**src/rtl/multicycle_ctrl.sv**
```systemverilog
// multicycle_ctrl: Moore sequencer for the multi-cycle MIPS datapath.
// It steps each instruction through fetch, decode, execute, memory and
// writeback, drives all datapath strobes and mux selects, counts retired
// instructions and halts on illegal opcodes or memory timeouts.
//
// Ports
//   clk, reset           rising-edge clock, async active-high reset
//   opcode               instruction[31:26] from IR
//   zf                   ALU zero flag
//   mem_ready            memory completes the current access this cycle
//   pc_we, pc_src        PC load strobe / source select
//   ir_we                IR load strobe
//   i_or_d               memory address select (0 = PC, 1 = ALUOut)
//   mem_read, mem_write  memory requests
//   reg_dst, mem_to_reg  register file write address / data selects
//   reg_write            register file write enable
//   alu_src_a/b, alu_op  ALU operand selects and ALU control
//   ext_op               1 = sign-extend immediate
//   instr_done           pulse on the last cycle of each instruction
//   instr_count          retired instruction count (wraps)
//   err                  sticky halt flag
//   state                current state encoding
module multicycle_ctrl #(
    parameter int unsigned MEM_TIMEOUT = 255
) (
    input  logic        clk,
    input  logic        reset,
    input  logic [5:0]  opcode,
    input  logic        zf,
    input  logic        mem_ready,
    output logic        pc_we,
    output logic [1:0]  pc_src,
    output logic        ir_we,
    output logic        i_or_d,
    output logic        mem_read,
    output logic        mem_write,
    output logic        reg_dst,
    output logic        mem_to_reg,
    output logic        reg_write,
    output logic        alu_src_a,
    output logic [1:0]  alu_src_b,
    output logic [1:0]  alu_op,
    output logic        ext_op,
    output logic        instr_done,
    output logic [31:0] instr_count,
    output logic        err,
    output logic [3:0]  state
);

    typedef enum logic [3:0] {
        FETCH    = 4'd0,
        DECODE   = 4'd1,
        MEM_ADDR = 4'd2,
        MEM_RD   = 4'd3,
        MEM_WB   = 4'd4,
        MEM_WR   = 4'd5,
        EXEC_R   = 4'd6,
        WB_R     = 4'd7,
        EXEC_I   = 4'd8,
        WB_I     = 4'd9,
        BRANCH   = 4'd10,
        JUMP     = 4'd11,
        HALT     = 4'd12
    } state_t;

    state_t      cur, nxt;
    logic [15:0] wait_cnt;
    logic [31:0] instr_cnt_q;
    logic        err_q;
    logic        in_wait;
    logic        timed_out;

    // States that hold on mem_ready and are subject to the timeout.
    assign in_wait   = (cur == FETCH) || (cur == MEM_RD) || (cur == MEM_WR);
    // The wait that would bring the count to MEM_TIMEOUT is the last one
    // allowed; a mem_ready in that same cycle still completes the access.
    assign timed_out = (wait_cnt == 16'(MEM_TIMEOUT - 1));

    always_comb begin
        nxt        = cur;
        pc_we      = 1'b0;
        pc_src     = 2'b00;
        ir_we      = 1'b0;
        i_or_d     = 1'b0;
        mem_read   = 1'b0;
        mem_write  = 1'b0;
        reg_dst    = 1'b0;
        mem_to_reg = 1'b0;
        reg_write  = 1'b0;
        alu_src_a  = 1'b0;
        alu_src_b  = 2'b00;
        alu_op     = 2'b00;
        ext_op     = 1'b0;
        instr_done = 1'b0;
        case (cur)
            FETCH: begin
                mem_read  = 1'b1;
                alu_src_b = 2'b01;
                pc_we     = mem_ready;
                ir_we     = mem_ready;
                if (mem_ready)      nxt = DECODE;
                else if (timed_out) nxt = HALT;
            end
            DECODE: begin
                alu_src_b = 2'b11;
                ext_op    = 1'b1;
                case (opcode)
                    6'b000000:                      nxt = EXEC_R;
                    6'b100011, 6'b101011:           nxt = MEM_ADDR;
                    6'b001000, 6'b001001,
                    6'b001100, 6'b001101:           nxt = EXEC_I;
                    6'b000100, 6'b000101:           nxt = BRANCH;
                    6'b000010:                      nxt = JUMP;
                    default:                        nxt = HALT;
                endcase
            end
            MEM_ADDR: begin
                alu_src_a = 1'b1;
                alu_src_b = 2'b10;
                ext_op    = 1'b1;
                // lw = 100011, sw = 101011: bit 3 separates them
                nxt       = opcode[3] ? MEM_WR : MEM_RD;
            end
            MEM_RD: begin
                mem_read = 1'b1;
                i_or_d   = 1'b1;
                if (mem_ready)      nxt = MEM_WB;
                else if (timed_out) nxt = HALT;
            end
            MEM_WB: begin
                reg_write  = 1'b1;
                mem_to_reg = 1'b1;
                instr_done = 1'b1;
                nxt        = FETCH;
            end
            MEM_WR: begin
                mem_write  = 1'b1;
                i_or_d     = 1'b1;
                instr_done = mem_ready;
                if (mem_ready)      nxt = FETCH;
                else if (timed_out) nxt = HALT;
            end
            EXEC_R: begin
                alu_src_a = 1'b1;
                alu_op    = 2'b10;
                nxt       = WB_R;
            end
            WB_R: begin
                reg_write  = 1'b1;
                reg_dst    = 1'b1;
                instr_done = 1'b1;
                nxt        = FETCH;
            end
            EXEC_I: begin
                alu_src_a = 1'b1;
                alu_src_b = 2'b10;
                alu_op    = 2'b11;
                // addi/addiu (0010x0/0010x1) sign-extend, andi/ori zero-extend
                ext_op    = ~opcode[2];
                nxt       = WB_I;
            end
            WB_I: begin
                reg_write  = 1'b1;
                instr_done = 1'b1;
                nxt        = FETCH;
            end
            BRANCH: begin
                alu_src_a  = 1'b1;
                alu_op     = 2'b01;
                pc_src     = 2'b01;
                // beq = 000100, bne = 000101
                pc_we      = opcode[0] ? ~zf : zf;
                instr_done = 1'b1;
                nxt        = FETCH;
            end
            JUMP: begin
                pc_src     = 2'b10;
                pc_we      = 1'b1;
                instr_done = 1'b1;
                nxt        = FETCH;
            end
            HALT:    nxt = HALT;
            default: nxt = HALT;
        endcase
        // Reset is asynchronous: kill every strobe the moment it rises so no
        // partial write leaks out before the state register clears.
        if (reset) begin
            pc_we      = 1'b0;
            ir_we      = 1'b0;
            mem_read   = 1'b0;
            mem_write  = 1'b0;
            reg_write  = 1'b0;
            instr_done = 1'b0;
        end
    end

    always_ff @(posedge clk or posedge reset) begin
        if (reset) begin
            cur         <= FETCH;
            wait_cnt    <= '0;
            instr_cnt_q <= '0;
            err_q       <= 1'b0;
        end else begin
            cur         <= nxt;
            // Staying in a wait state only happens without mem_ready, so
            // clearing otherwise also clears it on entry to the next wait.
            wait_cnt    <= (in_wait && !mem_ready) ? wait_cnt + 16'd1 : '0;
            instr_cnt_q <= instr_cnt_q + {31'd0, instr_done};
            if (nxt == HALT) err_q <= 1'b1;
        end
    end

    assign instr_count = instr_cnt_q;
    assign err         = err_q;
    assign state       = cur;

endmodule

```
**config.mk**
```make
export PLATFORM = sky130hd
export DESIGN_NAME = multicycle_ctrl
export DESIGN_NICKNAME = d
export VERILOG_FILES = /design/src/rtl/multicycle_ctrl.sv
export SDC_FILE = /design/constraint.sdc
export NUM_CORES = 1
export LEC_CHECK = 0
export CAP_MARGIN = 20
export CORE_AREA = 4 4 92 94
export CTS_BUF_LIST = sky130_fd_sc_hd__clkbuf_16
export DETAILED_ROUTE_END_ITERATION = 8
export DIE_AREA = 0 0 96 98
export RECOVER_POWER = 50
export SLEW_MARGIN = 20
export SYNTH_ARGS = -nofsm -noshare
export SYNTH_HDL_FRONTEND = slang
export SYNTH_SLANG_ARGS = --single-unit
```
**constraint.sdc**
```tcl
create_clock -name clk -period 5.3 [get_ports clk]
set_clock_uncertainty 0.1 [all_clocks]
set_input_delay 1.325 -clock clk [delete_from_list [all_inputs] [get_ports clk]]
set_output_delay 1.325 -clock clk [all_outputs]
set_load 0.005 [all_outputs]
```
==> results of run 1 <==
## cell families (layout without fill, tap and decap cells)
| kind of cell | count (synthesis) | count (layout) |
|---|---|---|
| buffers and inverters | 19 | 80 |
| XOR/XNOR | 46 | 46 |
| AND/OR/NAND/NOR | 139 | 139 |
| AO/OA/AOI/OAI | 28 | 28 |
| multiplexers | 3 | 3 |
| flip-flops | 53 | 53 |
| adder cells (fa/ha/maj) | 4 | 4 |
## worst min path at each step
stage	from	endpoint	slack, ps	cells after the start
finish	err$_DFFE_PP0N_	err$_DFFE_PP0N_	350	1
global route	err$_DFFE_PP0N_	err$_DFFE_PP0N_	390	1
CTS	err$_DFFE_PP0N_	err$_DFFE_PP0N_	370	1
detailed placement	err$_DFFE_PP0N_	err$_DFFE_PP0N_	350	1
global placement	err$_DFFE_PP0N_	err$_DFFE_PP0N_	350	1
floorplan	wait_cnt[0]$_DFF_PP0_	wait_cnt[0]$_DFF_PP0_	350	1
## registers in the layout, indices dropped and copies added (netlist names)
signal       cells
err              1
instr_count     32
state            4
wait_cnt        16
## cells in the final DEF (no fill, tap or decap), drive strengths merged, types with 6 or more instances in the layout
cell type | synthesis | routed
xnor2 | 17 | 17
nor3 | 13 | 13
nor2 | 38 | 38
nand2 | 23 | 23
nand4 | 7 | 7
dlygate4sd3 | 0 | 25
and3 | 6 | 6
xor2 | 29 | 29
nand3 | 16 | 16
clkdlybuf4s50 | 0 | 38
dfrtp | 53 | 53
inv | 8 | 8
nor2b | 6 | 6
clkbuf | 2 | 6
o21ai | 7 | 7
## power groups by stage
stage	combinational (mW)	clock (mW)	sequential (mW)
6_report	0.373	0.310	0.530
5_1_grt	0.419	0.339	0.541
4_1_cts	0.390	0.322	0.532
3_5_place_dp	0.390	0	0.540
3_3_place_gp	0.388	0	0.541
2_1_floorplan	0.276	0	0.479
## metrics by stage
stage	setup slack [ps]	total power [mW]	instance area, um^2	utilization
after floorplan	1810	0.755	2940	-
after global placement	658	0.929	3650	0.477
after detailed placement	644	0.930	3650	0.477
after CTS	647	1.24	3790	0.496
after global routing	392	1.30	3770	0.493
final	607	1.21	3770	0.493
## cell type report
cell class / count / area (um^2)
timing repair buffer: 64 / 634
sequential: 53 / 1330
fill: 735 / 3880
clock inverter: 3 / 17.5
inverter: 8 / 30.0
tap: 102 / 128
multi-input combinational: 220 / 1510
clock buffer: 5 / 125
## layer usage
layer,global-route usage,wire length (um),up-vias
met5,0,0,-
met4,0.0208,38,0
met3,0.0239,263,6
met2,0.215,2760,60
met1,0.194,3030,1091
li1,-,-,1136
## critical path: stages
cell and delay [ps]:
dlygate4sd3_1 670, o21ai_0 130, a2111oi_1 540, clkdlybuf4s50_1 600
==> impl_metrics.json, run 1 <==
{
  "status": "complete, but fails checks",
  "violations": "max-capacitance violations, max-slew violations",
  "cts-root-buf": "clkbuf_16",
  "synth_adder_area_share": 0.0170,
  "htreeDepth": 2,
  "cts_tree": "yes",
  "cts_resized": 0,
  "core_area_um2": 7650,
  "synth_compound_area_frac": 0.0795,
  "die_w_um": 96,
  "totalWireLength_mm": 6.09,
  "crit_path_start": "mem_ready",
  "final_layout_size_suffix_gt1_frac": 0.0708,
  "grt_max_degree": 32,
  "dp_cells": 447,
  "synth-main-ff-cell": "dfrtp_1",
  "ys_ff_latch": 53,
  "final_cells": 455,
  "synthXorXnorAreaFrac": 0.137,
  "hold_class": "reg -> reg",
  "whs_ps": 352,
  "async_flop_share": 1.00,
  "cts_hold_buffers": 0,
  "syn_inst": 292,
  "cts.sinks": 53,
  "fin_crit_sh": 0.885,
  "synth_common_cells": "dfrtp_1, nor2_1, xor2_1, nand2_1, xnor2_1",
  "gp_congestion": 0.817,
  "cellPowerDensity_nw_per_um2": 322,
  "wl_per_cell_um": 13.4,
  "yosys-top-cells-area": "dfrtp_1, xor2_1, xnor2_1",
  "cts.clk_slew.worst_paths_ps": 60,
  "setup_viol": 0,
  "yosys.area.top_type_share": 0.450,
  "yosysMostFrequentCell": "dfrtp_1",
  "grt_pass1_wl_mm": 10.5,
  "cp.arrival_ps": 3270,
  "avgViaCountPerCell": 5.04,
  "ys_types": 54,
  "switchingPower_uw": 387,
  "cap_violations": 2,
  "swShare": 0.319,
  "max-slew-margin-rel": -0.0709,
  "drt_first_pass_iters": 4,
  "drc": 0,
  "p_leak_nw": 1.66,
  "die_y_um": 98,
  "p_int_uw": 826,
  "grtUsageTotal": 0.135,
  "setup_tns_ps": 0,
  "critPathLaunchType": "input port",
  "overflow": 0,
  "yosys.area.top_type": "dfrtp_1",
  "start_util": 0.385,
  "clockPowerShare": 0.256,
  "p_comb_frac": 0.307,
  "path_max_fanout": 6,
  "ant_nets": 0,
  "rsz0062_at_grt": "false",
  "syn_area_um2": 2940,
  "vdd_drop_max_v": 0.000164,
  "route.vias.total": 2293,
  "drt_iter0_drc": 115,
  "r2r-start": "state[3]$_DFF_PP0_",
  "synth.net_count": 306,
  "synth_seq_area_share": 0.450,
  "syn_avg_cell_area_um2": 10.1,
  "port_buffers": 63,
  "nets": 366,
  "tightest_slew_ps": 1610,
  "seqPwrFrac": 0.437,
  "drv_slew": 32,
  "ff2ff_path_depth": 11,
  "grt_pass1_vias": 2153,
  "cp-endpoint": "instr_done",
  "period_needed_ps": 4690,
  "num_antenna_cells": 0,
  "synth_edf_count": 0,
  "cp.required_ps": 3880,
  "pin_count": 64,
  "clock_latency_ps": 280,
  "ff2ff_setup_slack_ps": 1830,
  "end_kind": "output pin",
  "placementRows": 32,
  "cts_buffer_depth": 2,
  "post_cts_buffers": 0,
  "yosys.area_share.simple": 0.275,
  "synth_top_family_by_area": "simple AND/OR/NAND/NOR gates",
  "die_area_um2": 9410,
  "muxShareOfSynthArea": 0.0102,
  "r2r_end": "instr_count[18]$_DFF_PP0_",
  "hpwl_mm": 4.55,
  "numCtsBuffers": 5,
  "max_freq_mhz": 213,
  "antenna_found_initial": 0,
  "syn2layout_area_growth_pct": 28.1,
  "final-hold-violation-count": 0,
  "criticalPathCategory": "in -> out",
  "synth_warnings": 0
}
Note: power is estimated with default switching activity, not from simulation.
==> run 2, diff against run 1 <==
--- a/config.mk
+++ b/config.mk
@@ -7,9 +7,9 @@
 export LEC_CHECK = 0
 export CAP_MARGIN = 20
 export CORE_AREA = 4 4 92 94
-export CTS_BUF_LIST = sky130_fd_sc_hd__clkbuf_16
 export DETAILED_ROUTE_END_ITERATION = 8
 export DIE_AREA = 0 0 96 98
+export GPL_ROUTABILITY_DRIVEN = 0
 export RECOVER_POWER = 50
 export SLEW_MARGIN = 20
 export SYNTH_ARGS = -nofsm -noshare
==> run 2 against run 1 <==
Effect of this change: the run still ends with max-capacitance violations, max-slew violations left; clock-buffer cell count unchanged; via count down 1.2%; sequential share of layout area up 0.53 points; maximum frequency hardly changed; cell area decreased by 1.5%; power down 6.9%; global-route usage is 0.17 points higher; routed wire length grew 0.71%; clock power decreased by 27%; non-clock buffer count unchanged; utilization decreased by 0.74 points; sequential power hardly changed; critical path type unchanged; largest power group unchanged.
==> impl_metrics.json, run 2 (synthesis gave the netlist of run 1 again) <==
{
  "overflow": 0,
  "drv_slew": 32,
  "seqPwrFrac": 0.469,
  "swShare": 0.340,
  "mostFrequentLayoutCell": "dfrtp_1",
  "post_cts_buffers": 0,
  "hold_class": "reg -> reg",
  "die_y_um": 98,
  "cts_resized": 0,
  "postLayoutCoreUtil": 0.486,
  "ff2ff_path_depth": 11,
  "fin_crit_sh": 0.885,
  "cellPowerDensity_nw_per_um2": 304,
  "status": "complete, but fails checks",
  "fillers": 743,
  "max_freq_mhz": 213,
  "critPathLaunchType": "input port",
  "max-slew-margin-rel": -0.0691,
  "avgViaCountPerCell": 4.98,
  "cp.arrival_ps": 3270,
  "cap_violations": 2,
  "tightest_slew_ps": 1600,
  "grt_busiest_layer": "met2",
  "syn2layout_area_growth_pct": 26.2,
  "drt_first_pass_iters": 4,
  "violations": "max-capacitance violations, max-slew violations",
  "cts.clk_slew.worst_paths_ps": 80,
  "switchingPower_uw": 384,
  "crit_cells": 4,
  "whs_path_depth": 1,
  "placementRows": 32,
  "largest_reg_flops": 32,
  "antenna_found_initial": 0,
  "die_w_um": 96,
  "layout_common_cells": "dfrtp_1, clkdlybuf4s50_1, nor2_1, xor2_1, nand2_1",
  "path_max_fanout": 6,
  "grt_pass1_vias": 2150,
  "wl_per_cell_um": 13.5,
  "drt_iter0_drc": 107,
  "end_kind": "output pin",
  "p_comb_frac": 0.331,
  "crit_path_max_incr_delay_ps": 670,
  "totalWireLength_mm": 6.13,
  "setup_tns_ps": 0,
  "nets": 366,
  "clockPowerShare": 0.199,
  "grt_util_met3": 0.0308,
  "cp.required_ps": 3880,
  "p_int_uw": 745,
  "setup_viol": 0,
  "route.vias.total": 2266,
  "vdd_drop_max_v": 0.000115,
  "ant_nets": 0,
  "clock_latency_ps": 310,
  "cts_tree": "yes",
  "criticalPathCategory": "in -> out",
  "hpwl_mm": 4.55,
  "grtUsageTotal": 0.137,
  "numCtsBuffers": 5,
  "start_util": 0.385,
  "period_needed_ps": 4690,
  "core_area_um2": 7650,
  "final-hold-violation-count": 0,
  "cts_buffer_depth": 2,
  "die_area_um2": 9410,
  "num_antenna_cells": 0,
  "grt_pass1_wl_mm": 10.6,
  "drc": 0,
  "port_buffers": 63,
  "final_layout_size_suffix_gt1_frac": 0.0708,
  "cts-root-buf": "clkbuf_8",
  "p_leak_nw": 1.60,
  "cp_cell_sequence": "dlygate4sd3_1, o21ai_0, a2111oi_1, clkdlybuf4s50_1",
  "cts_hold_buffers": 0,
  "rsz0062_at_grt": "false",
  "grt_max_degree": 32,
  "htreeDepth": 2,
  "pin_count": 64,
  "use_met1": 0.196,
  "crit_buf_inv": 2,
  "crit_family": "buffers and inverters",
  "use_met2": 0.211,
  "cts.sinks": 53,
  "worst_path_max_delay_cell": "dlygate4sd3_1"
}
## run 2: cell types whose count changed in the layout (fill, tap and decap cells not counted), sizes merged
cell	previous run	this run
clkdlybuf4s50	38	51
dlygate4sd3	25	12
## run 2: worst register-to-register path: stages (launching register included)
cell and delay, ps:
dfrtp_1 800, inv_1 200, nand2_1 160, a21oi_1 110, a2111oi_1 520, ha_1 290, ha_1 190, nand3_1 190
or3_4 420, nor3_4 150, nand3_1 110, xnor2_1 130
## run 2: power by group through the flow
stage	sequential, mW	clock [mW]	combinational [mW]
floorplan	0.479	0	0.276
global placement	0.541	0	0.388
detailed placement	0.540	0	0.390
CTS	0.532	0.236	0.390
global route	0.541	0.254	0.420
finish	0.530	0.225	0.374
## run 2: worst paths after layout
check                              startpoint                   endpoint  slack, ps
hold reg to reg               err$_DFFE_PP0N_            err$_DFFE_PP0N_        360
setup reg to reg           state[3]$_DFF_PP0_  instr_count[18]$_DFF_PP0_       1840
hold / removal                err$_DFFE_PP0N_            err$_DFFE_PP0N_        360
max in group asynchronous               reset         state[2]$_DFF_PP0_       1430
min in group asynchronous               reset   instr_count[0]$_DFF_PP0_       1680
setup / recovery                    mem_ready                 instr_done        610
## run 2: per-stage QoR
stage	std cells	total power [mW]	worst slack [ps]	hold slack (ps)	instance area, um^2
floorplan	292	0.755	1810	346	2940
global placement	447	0.929	658	345	3650
detailed placement	447	0.930	644	351	3650
CTS	455	1.16	647	371	3730
global route	455	1.22	392	395	3710
finish	455	1.13	607	357	3710
## run 2: final cells by class
type                    count  area [um^2]  area share
inverters                   8         30.0     0.00808
repair buffers             64          634       0.171
flip-flops and latches     53         1330       0.357
clock inverters             3         17.5     0.00472
clock buffers               5         68.8      0.0185
well taps                 102          128      0.0344
multi-input cells         220         1510       0.407
## run 2: routing by layer
layer,share of wire,up-vias,routed length [um]
li1,-,1132,-
met1,0.50,1066,3050
met2,0.45,60,2740
met3,0.047,8,288
met4,0.0093,0,57
met5,0,-,0
==> run 3, diff against run 2 <==
--- a/config.mk
+++ b/config.mk
@@ -5,10 +5,11 @@
 export SDC_FILE = /design/constraint.sdc
 export NUM_CORES = 1
 export LEC_CHECK = 0
+export ABC_AREA = 1
 export CAP_MARGIN = 20
-export CORE_AREA = 4 4 92 94
+export CORE_AREA = 4 4 94 96
 export DETAILED_ROUTE_END_ITERATION = 8
-export DIE_AREA = 0 0 96 98
+export DIE_AREA = 0 0 98 100
 export GPL_ROUTABILITY_DRIVEN = 0
 export RECOVER_POWER = 50
 export SLEW_MARGIN = 20
==> run 3 against run 2 <==
Effect of this change: the flow now finishes without violations; critical endpoint is now pc_we; die area is 4.2% higher; cell area is 5.7% higher; combinational power is 94% lower; utilization is 0.19 points higher; register-to-register slack better by 590 ps; synthesized area is 4.5% higher; via count is 22% higher; worst setup slack better by 410 ps; critical path depth is 1 higher.
==> impl_metrics.json, run 3 <==
{
  "status": "finished, final reports clean",
  "end_kind": "output pin",
  "port_buffers": 63,
  "cts_resized": 0,
  "crit_path_max_incr_delay_ps": 470,
  "crit_path_frequent_cell": "clkdlybuf4s50_1",
  "synth_top_family_by_area": "simple AND/OR/NAND/NOR gates",
  "grtUsageTotal": 0.149,
  "power.total_uw": 705,
  "cts.clk_slew.worst_paths_ps": 90,
  "cts_hold_buffers": 0,
  "grt_pass1_vias": 2649,
  "yosys-top-cells-area": "dfrtp_1, nand2_1, nor2_1",
  "synth_compound_area_frac": 0.0631,
  "criticalPathCategory": "in -> out",
  "synthXorXnorAreaFrac": 0.0769,
  "synth_edf_count": 0,
  "worst_path_max_delay_cell": "clkdlybuf4s50_1",
  "cp.arrival_ps": 2860,
  "yosys.area_share.simple": 0.347,
  "antenna_found_initial": 0,
  "syn2layout_area_growth_pct": 27.7,
  "post_cts_buffers": 0,
  "drt_first_pass_iters": 4,
  "rsz0062_at_grt": "false",
  "ant_nets": 0,
  "muxShareOfSynthArea": 0,
  "avgViaCountPerCell": 4.82,
  "critPathLaunchType": "input port",
  "yosysMostFrequentCell": "nand2_1",
  "hold_class": "reg -> reg",
  "numCtsBuffers": 5,
  "synth.net_count": 413,
  "synth_seq_area_share": 0.431,
  "wl_per_cell_um": 12.5,
  "syn_inst": 399,
  "p_comb_frac": 0.031,
  "final-hold-violation-count": 0,
  "synth_common_cells": "nand2_1, nor2_1, dfrtp_1, inv_1, nand3_1",
  "cts_buffer_depth": 2,
  "die_area_um2": 9800,
  "pin_count": 64,
  "grt_max_degree": 54,
  "path_max_fanout": 5,
  "drt_iter0_drc": 65,
  "core_area_um2": 8050,
  "async_flop_share": 1.00,
  "cp.required_ps": 3880,
  "nets": 483,
  "cp_cell_sequence": "clkdlybuf4s50_1, or2_2, a311oi_1, nor2_1, clkdlybuf4s50_1",
  "grt_pass1_wl_mm": 12.1,
  "vdd_drop_max_v": 0.000156,
  "largest_reg_flops": 32,
  "syn_area_um2": 3080,
  "tightest_slew_ps": 939,
  "setup_viol": 0,
  "switchingPower_uw": 150,
  "cts-root-buf": "clkbuf_8",
  "die_w_um": 98,
  "p_int_uw": 555,
  "seqPwrFrac": 0.574,
  "drv_slew": 0,
  "final_layout_size_suffix_gt1_frac": 0.0702,
  "swShare": 0.213,
  "p_leak_nw": 1.78,
  "overflow": 0,
  "htreeDepth": 2,
  "synth_adder_area_share": 0.0163,
  "synth_warnings": 0,
  "synth-main-ff-cell": "dfrtp_1",
  "placementRows": 33,
  "num_antenna_cells": 0,
  "layout_common_cells": "nand2_1, nor2_1, clkdlybuf4s50_1, dfrtp_1, inv_1",
  "mostFrequentLayoutCell": "nand2_1",
  "cellPowerDensity_nw_per_um2": 180,
  "yosys.area.top_type_share": 0.431,
  "cts.sinks": 53,
  "setup_tns_ps": 0,
  "die_y_um": 100,
  "max_freq_mhz": 233,
  "cap_violations": 0,
  "route.vias.total": 2772,
  "start_util": 0.382,
  "clockPowerShare": 0.395,
  "yosys.area.top_type": "dfrtp_1",
  "syn_avg_cell_area_um2": 7.71,
  "max-slew-margin-rel": 0.372,
  "drc": 0,
  "clock_latency_ps": 310,
  "fin_crit_sh": 0.808,
  "cts_tree": "yes",
  "totalWireLength_mm": 7.20,
  "hpwl_mm": 5.72,
  "ys_types": 34,
  "period_needed_ps": 4280,
  "ys_ff_latch": 53
}
-- run 3: area by class of cell --
class	count	area (um^2)
multi-input cells	294	1530
inverters	51	191
flip-flops and latches	53	1330
clock inverters	2	38.8
repair buffers	64	638
well taps	105	131
fillers	826	4130
clock buffers	6	72.6
-- run 3: path summary, 6_finish.rpt --
path / from / end / slack [ps] / cells past startpoint
setup / recovery: opcode[0] / pc_we / 1020 / 5
hold / removal: err$_DFFE_PP0N_ / err$_DFFE_PP0N_ / 370 / 2
setup reg to reg: state[3]$_DFF_PP0_ / instr_count[26]$_DFF_PP0_ / 2430 / 15
hold reg to reg: err$_DFFE_PP0N_ / err$_DFFE_PP0N_ / 370 / 2
max in group asynchronous: reset / instr_count[9]$_DFF_PP0_ / 2980 / 3
min in group asynchronous: reset / instr_count[0]$_DFF_PP0_ / 1650 / 3
-- run 3: power groups by stage --
stage	sequential, mW	combinational [mW]	clock (mW)
2_1_floorplan	0.413	0.0101	0
3_3_place_gp	0.413	0.0237	0
3_5_place_dp	0.413	0.0237	0
4_1_cts	0.405	0.0239	0.286
5_1_grt	0.405	0.0257	0.301
6_report	0.405	0.0219	0.279
-- run 3: layer usage --
layer	GRT usage	wire length [um]	up-vias
met1	0.184	3210	1294
met4	0.0394	77	0
li1	-	-	1425
met5	0	0	-
met2	0.266	3610	47
met3	0.0292	296	6
-- run 3: through the flow --
step                instance area (um^2)  hold slack (ps)  instances  utilization  worst slack, ps
floorplan                           3080              351        399            -             1140
global placement                    3830              357        567        0.476             1020
detailed placement                  3830              355        567        0.476             1000
CTS                                 3950              383        575        0.490             1000
global route                        3930              420        575        0.488              898
finish                              3930              373        575        0.488             1020
-- run 3: kinds of logic after synthesis --
logic type | Yosys count
AO/OA/AOI/OAI | 27
XOR/XNOR | 27
adder cells (fa/ha/maj) | 4
buffers and inverters | 52
flip-flops | 53
AND/OR/NAND/NOR | 236
-- run 3: critical path, delay by kind of cell --
family / cells / cell delay [ps]
buf+inv: 2 / 910
compound gates: 1 / 250
simple gates: 2 / 370
==> patch 1: new RTL, config.mk and constraints of run 2 <==
Put one more register stage on the output `instr_count`, with the module's reset. The value now appears one clock later. The other outputs are not delayed to match.
--- a/src/rtl/multicycle_ctrl.sv
+++ b/src/rtl/multicycle_ctrl.sv
@@ -210,7 +210,13 @@
         end
     end
 
-    assign instr_count = instr_cnt_q;
+    always_ff @(posedge clk or posedge reset) begin
+        if (reset) begin
+            instr_count <= '0;
+        end else begin
+            instr_count <= instr_cnt_q;
+        end
+    end
     assign err         = err_q;
     assign state       = cur;
 
Check against the original RTL: not equivalent (a bounded check fails within 4 cycles, from zero or initial values and one cycle with reset high).
==> patch 1 against run 2 <==
  * The run still ends with max-capacitance violations, max-slew violations left
  * Final area rose by 25%
  * Cell count is 8.8% higher
  * Critical path type unchanged
  * Fmax is 2.6% lower
  * Synthesized area rose by 27%
  * Highest routed layer unchanged
  * Power rose by 48%
  * Largest power group unchanged
  * Non-clock buffer count stayed put
  * Setup slack lost 130 ps
  * Global-route usage up 2.9 points
  * Register-to-register slack lost 150 ps
  * Sequential cell count rose by 32
  * Routed wire length up 15%
==> patch 1: results (changes against run 2) <==
- Outcome: finished, violations left
- Failing checks: max-capacitance violations, max-slew violations
- Clock Tree Buf Depth: 2 (unchanged)
- Reg2Reg Capture Point: instr_cnt_q[18]
- Placed insts: 479 (+7.2%)
- Sequential area share after synthesis: 56.80% (+12 points)
- H-tree levels: 3 (+1)
- Gr usage total: 16.59% (+2.9 points)
- N_diodes: 0 (unchanged)
- Clock-pin slew on the worst setup and hold paths: 70 ps
- Maximum vdd drop: 0.0002214 V (+92%)
- Total CTS buffers: 9 (+4)
- Worst Reg-to-Reg Cells: 11 (unchanged)
- MaxCap Viol Count: 2 (unchanged)
- PostCTS Resize Cnt: 0 (unchanged)
- Share of cells above drive strength 1: 8.397% (+1.3 points)
- Worst skew pair latency: 340 ps (+30 ps)
- IO buf count: 63 (unchanged)
- Post-synth net total: 338 (+10%)
- Avg Cell Area, Syn: 11.56 um^2 (+15%)
- Worst Hold Endpoint: instr_count[0]
- Drt first pass iters: 4 (unchanged)
- Hold path depth: 0 (-1)
- Placed wire-length estimate: 5069 um (+11%)
- Fraction of registers with async set or reset after synthesis: 100.0% (unchanged)
- Fill cell count: 626 (-16%)
- First-pass GRT wire length: 12,330 um (+17%)
- RR Startpoint: state[3]
- Routed WL: 7074 um (+15%)
- Final slew viol count: 66 (+110%)
- Regs by FF count: instr_cnt_q: 32 flops, instr_count: 32 flops, wait_cnt: 16 flops
- Final #Nets: 402 (+9.8%)
- HP Class: reg2reg
- Vias in the first global route: 2,586 (+20%)
- Hold Path Origin: instr_cnt_q[0]
- Yosys cell types: 54 (unchanged)
- DR iter-0 viols: 91 (-15%)
- Initial antenna violation count: 0 (unchanged)
- Ys Warns: 0 (unchanged)
- Dominant synthesized flop cell: dfrtp_1
- Postcts setup bufs: 0 (unchanged)
- Synth cell count leaders: dfrtp_1 (85), nor2_1 (37), xor2_1 (29)
- Slew @ Worst Pin: 1986 ps (+382.4 ps)
- Critical Path AT: 3390 ps (+120 ps)
- Synth area leaders: dfrtp_1 (57%), xor2_1 (6.8%), xnor2_1 (4.0%), nor2_1 (3.7%), nand2_1 (2.3%)
- Post-place setup slack: 515.1 ps (-128.5 ps)
- Flop2flop setup slack: 1690 ps (-150 ps)
- CTS root buf: clkbuf_8
- Crit Path Max Fanout: 6 (unchanged)
- Vias: 2,500 (+10%)
- Static Leak: 2.127 nW (+33%)
- Largest net degree at the start of global routing: 47 (+47%)
- Non-Filler Instances: 495 (+8.8%)
-- patch 1: cell count changes after synthesis --
cell,before,now
dfrtp_1,53,85
-- patch 1: power breakdown --
group | total, mW | internal (mW) | switching, mW
logic | 0.384 | 0.217 | 0.167
clock network | 0.487 | 0.268 | 0.219
registers | 0.797 | 0.696 | 0.101
-- patch 1: worst max path at each step --
| stage | cells after the start | startpoint | slack (ps) | end |
|---|---|---|---|---|
| final | 4 | mem_ready | 480 | instr_done |
| after global routing | 4 | mem_ready | 330 | instr_done |
| after CTS | 4 | mem_ready | 510 | instr_done |
| after detailed placement | 4 | mem_ready | 520 | instr_done |
| after global placement | 4 | mem_ready | 600 | instr_done |
| after floorplan | 1 | reset | 1680 | err |
-- patch 1: cell type report --
class / instances / area [um^2] / share of cell area, %
Timing Repair Buffer: 64 / 638.1 / 13.73
Clock buffer: 11 / 131.4 / 2.826
Sequential cell: 85 / 2127 / 45.76
Tap cell: 102 / 127.6 / 2.746
Multi-Input combinational cell: 220 / 1510 / 32.49
Clock inverter: 5 / 82.58 / 1.777
Inverter: 8 / 31.28 / 0.6729
-- patch 1: worst max-delay path, cell delays in order --
cell             delay [ps]
dlygate4sd3_1           660
o21ai_0                 120
a2111oi_1               660
clkdlybuf4s50_1         620
-- patch 1: routing by layer --
layer	share of wire [%]	routed length (um)	vias up	global-route usage [%]
met5	0	0	-	0
met4	0.98	69	0	5.033
met3	5.0	357	8	4.931
met2	47	3354	53	25.07
met1	47	3292	1201	23.07
li1	-	-	1238	-
-- patch 1: through the flow --
step / hold slack [ps] / power [mW] / instance area, um^2
5_1_grt: 299.4 / 1.780 / 4648
3_5_place_dp: 285.1 / 1.213 / 4449
6_report: 290.8 / 1.668 / 4648
4_1_cts: 300.3 / 1.704 / 4663
2_1_floorplan: 253.7 / 1.027 / 3745
3_3_place_gp: 263.5 / 1.211 / 4449
-- patch 1: cells by family (layout without fill, tap and decap cells) --
| family | Yosys count | in the layout | share of synthesized area [%] |
|---|---|---|---|
| mux | 3 | 3 | 0.8019 |
| flops | 85 | 85 | 56.80 |
| fa+ha+maj | 4 | 4 | 1.337 |
| xor+xnor | 46 | 46 | 10.76 |
| simple gates | 139 | 139 | 21.58 |
| buf+inv | 19 | 88 | 2.472 |
| compound gates | 28 | 28 | 6.248 |
==> patch 2: new RTL, config.mk and constraints of run 2 <==
Made on the original files. The parameter `MEM_TIMEOUT` goes from 255 to 127.
--- a/src/rtl/multicycle_ctrl.sv
+++ b/src/rtl/multicycle_ctrl.sv
@@ -21,7 +21,7 @@
 //   err                  sticky halt flag
 //   state                current state encoding
 module multicycle_ctrl #(
-    parameter int unsigned MEM_TIMEOUT = 255
+    parameter int unsigned MEM_TIMEOUT = 127
 ) (
     input  logic        clk,
     input  logic        reset,
Behaviour: no difference found for any inputs over 10 cycles, from zero or initial values and one cycle with reset high; that may be too few to reach the edited logic, so the function may still have changed.
==> patch 2 against run 2 <==
  * The run still ends with max-capacitance violations, max-slew violations left
  * Sequential cell count did not move
  * Utilization did not move
  * Setup slack improved by 200 ps
  * Routed wire length rose by 5.0%
  * Synthesized cell count rose by 3.8%
  * Cell count rose by 2.6%
  * Final area did not move
  * Register-to-register slack improved by 220 ps
  * Count of clock-buffer cells in the layout did not move
  * Synthesized area fell by 1.6%
Power is not compared: it rests on default switching activity, and its combinational part moved more than twofold at a synthesized area within 25%.
==> patch 2: results (changes against run 2) <==
- Final #Nets: 378 (+3.3%)
- Max reg flops: 32 (unchanged)
- Worst skew pair latency: 300 ps
- Outcome: finished, violations left
- Share of cells above drive strength 1: 3.562% (-3.5 points)
- Vias in the first global route: 2,275 (+5.8%)
- Vias: 2,393 (+5.6%)
- Gr ovfl total: 0 (unchanged)
- Ys Warns: 0 (unchanged)
- Synth area leaders: dfrtp_1 (46%), xnor2_1 (10%), nor2_1 (5.4%), xor2_1 (3.9%), nand3_1 (3.5%)
- IO buf count: 63 (unchanged)
- Yosys cell types: 49 (-9.3%)
- Maximum vdd drop: 0.00009434 V
- Slew @ Worst Pin: 2819 ps (+1215 ps)
- First-pass GRT wire length: 10,940 um (+3.5%)
- Fraction of registers with async set or reset after synthesis: 100.0% (unchanged)
- DR iter-0 viols: 97 (-9.3%)
- Static Leak: 1.506 nW
- Placement Cell Area: 3620 um^2 (-0.75%)
- Clock-pin slew on the worst setup and hold paths: 100 ps (+20 ps)
- Placed wire-length estimate: 4606 um (+1.3%)
- Crit Path Max Fanout: 7 (+1)
- CTS root buf: clkbuf_8
- Largest net degree at the start of global routing: 54 (+69%)
- Synth cell count leaders: dfrtp_1 (53), nor2_1 (42), xnor2_1 (34)
- N_diodes: 0 (unchanged)
- Final slew viol count: 54 (+69%)
- Fill cell count: 738 (-0.67%)
- Total CTS buffers: 5 (unchanged)
- Initial antenna violation count: 0 (unchanged)
- HP Class: reg2reg
- Sequential area share after synthesis: 45.79% (+0.74 points)
- Routed WL: 6443 um (+5.0%)
- Post-synth net total: 317 (+3.6%)
- Failing checks: max-capacitance violations, max-slew violations
- MaxCap Viol Count: 1 (-1)
- Gr usage total: 14.02% (+0.35 points)
patch 2: cell types whose count changed in the layout (fill, tap and decap cells not counted), moves of 4 or more:
cell	change
and4_1	-4
nand2_1	-7
nand3_1	+8
nand4_1	+8
nor2_1	+5
o21ai_0	-4
xnor2_1	+17
xor2_1	-16
patch 2: power by group:
part / total (mW) / leakage, nW / switching (mW) / internal [mW]
combinational: 0.0228 / 0.747 / 0.0148 / 0.00804
sequential: 0.404 / 0.715 / 0 / 0.404
clock: 0.228 / 0.0445 / 0.134 / 0.0940
patch 2: cell families (layout without fill, tap and decap cells):
kind of cell | count (synthesis) | in the layout | share of synthesized area [%]
and+or+nand+nor | 147 | 147 | 27.39
DFF | 53 | 53 | 45.79
xor gates and xnor gates | 47 | 47 | 14.21
AOI/OAI and AO/OA | 28 | 28 | 7.171
buffers and inverters | 22 | 84 | 3.024
adders and majority gates | 4 | 4 | 1.728
muxes | 2 | 2 | 0.6912
patch 2: routing by layer:
metal | GRT usage (%) | part of all wire (%)
met1 | 21.17 | 49
met2 | 21.03 | 45
met3 | 2.311 | 5.4
met4 | 2.954 | 0.53
met5 | 0 | 0
patch 2: area by class of cell:
cell class,instances,area [um^2],area share (%)
flip-flops and latches,53,1326,35.70
well taps,102,127.6,3.435
repair buffers,64,634.4,17.08
clock buffers,5,68.82,1.852
inverters,12,45.04,1.213
multi-input cells,228,1491,40.15
clock inverters,3,21.27,0.5726
patch 2: per-stage QoR:
stage | hold slack [ps] | cells | total power, mW | setup WS [ps]
2_1_floorplan | 354.7 | 303 | 0.4221 | 994.2
3_3_place_gp | 362.1 | 459 | 0.4362 | 925.1
3_5_place_dp | 376.5 | 459 | 0.4363 | 864.2
4_1_cts | 390.9 | 467 | 0.6729 | 864.8
5_1_grt | 402.7 | 467 | 0.6906 | 391.0
6_report | 384.4 | 467 | 0.6548 | 805.5
patch 2: worst paths after layout:
check	start	endpoint	slack, ps	cells after the start
hold / removal	instr_count[31]	instr_count[31]	380	1
max in group asynchronous	reset	err	1040	3
min in group asynchronous	reset	instr_count[0]	2490	3
setup reg to reg	state[3]	instr_count[28]	2060	9
setup / recovery	mem_ready	instr_done	810	4
hold reg to reg	instr_count[31]	instr_count[31]	380	1
patch 2: worst max-delay path, stage by stage:
cell and delay (ps):
dlygate4sd3_1 670, o21ai_0 130, a211oi_1 370, clkdlybuf4s50_1 560
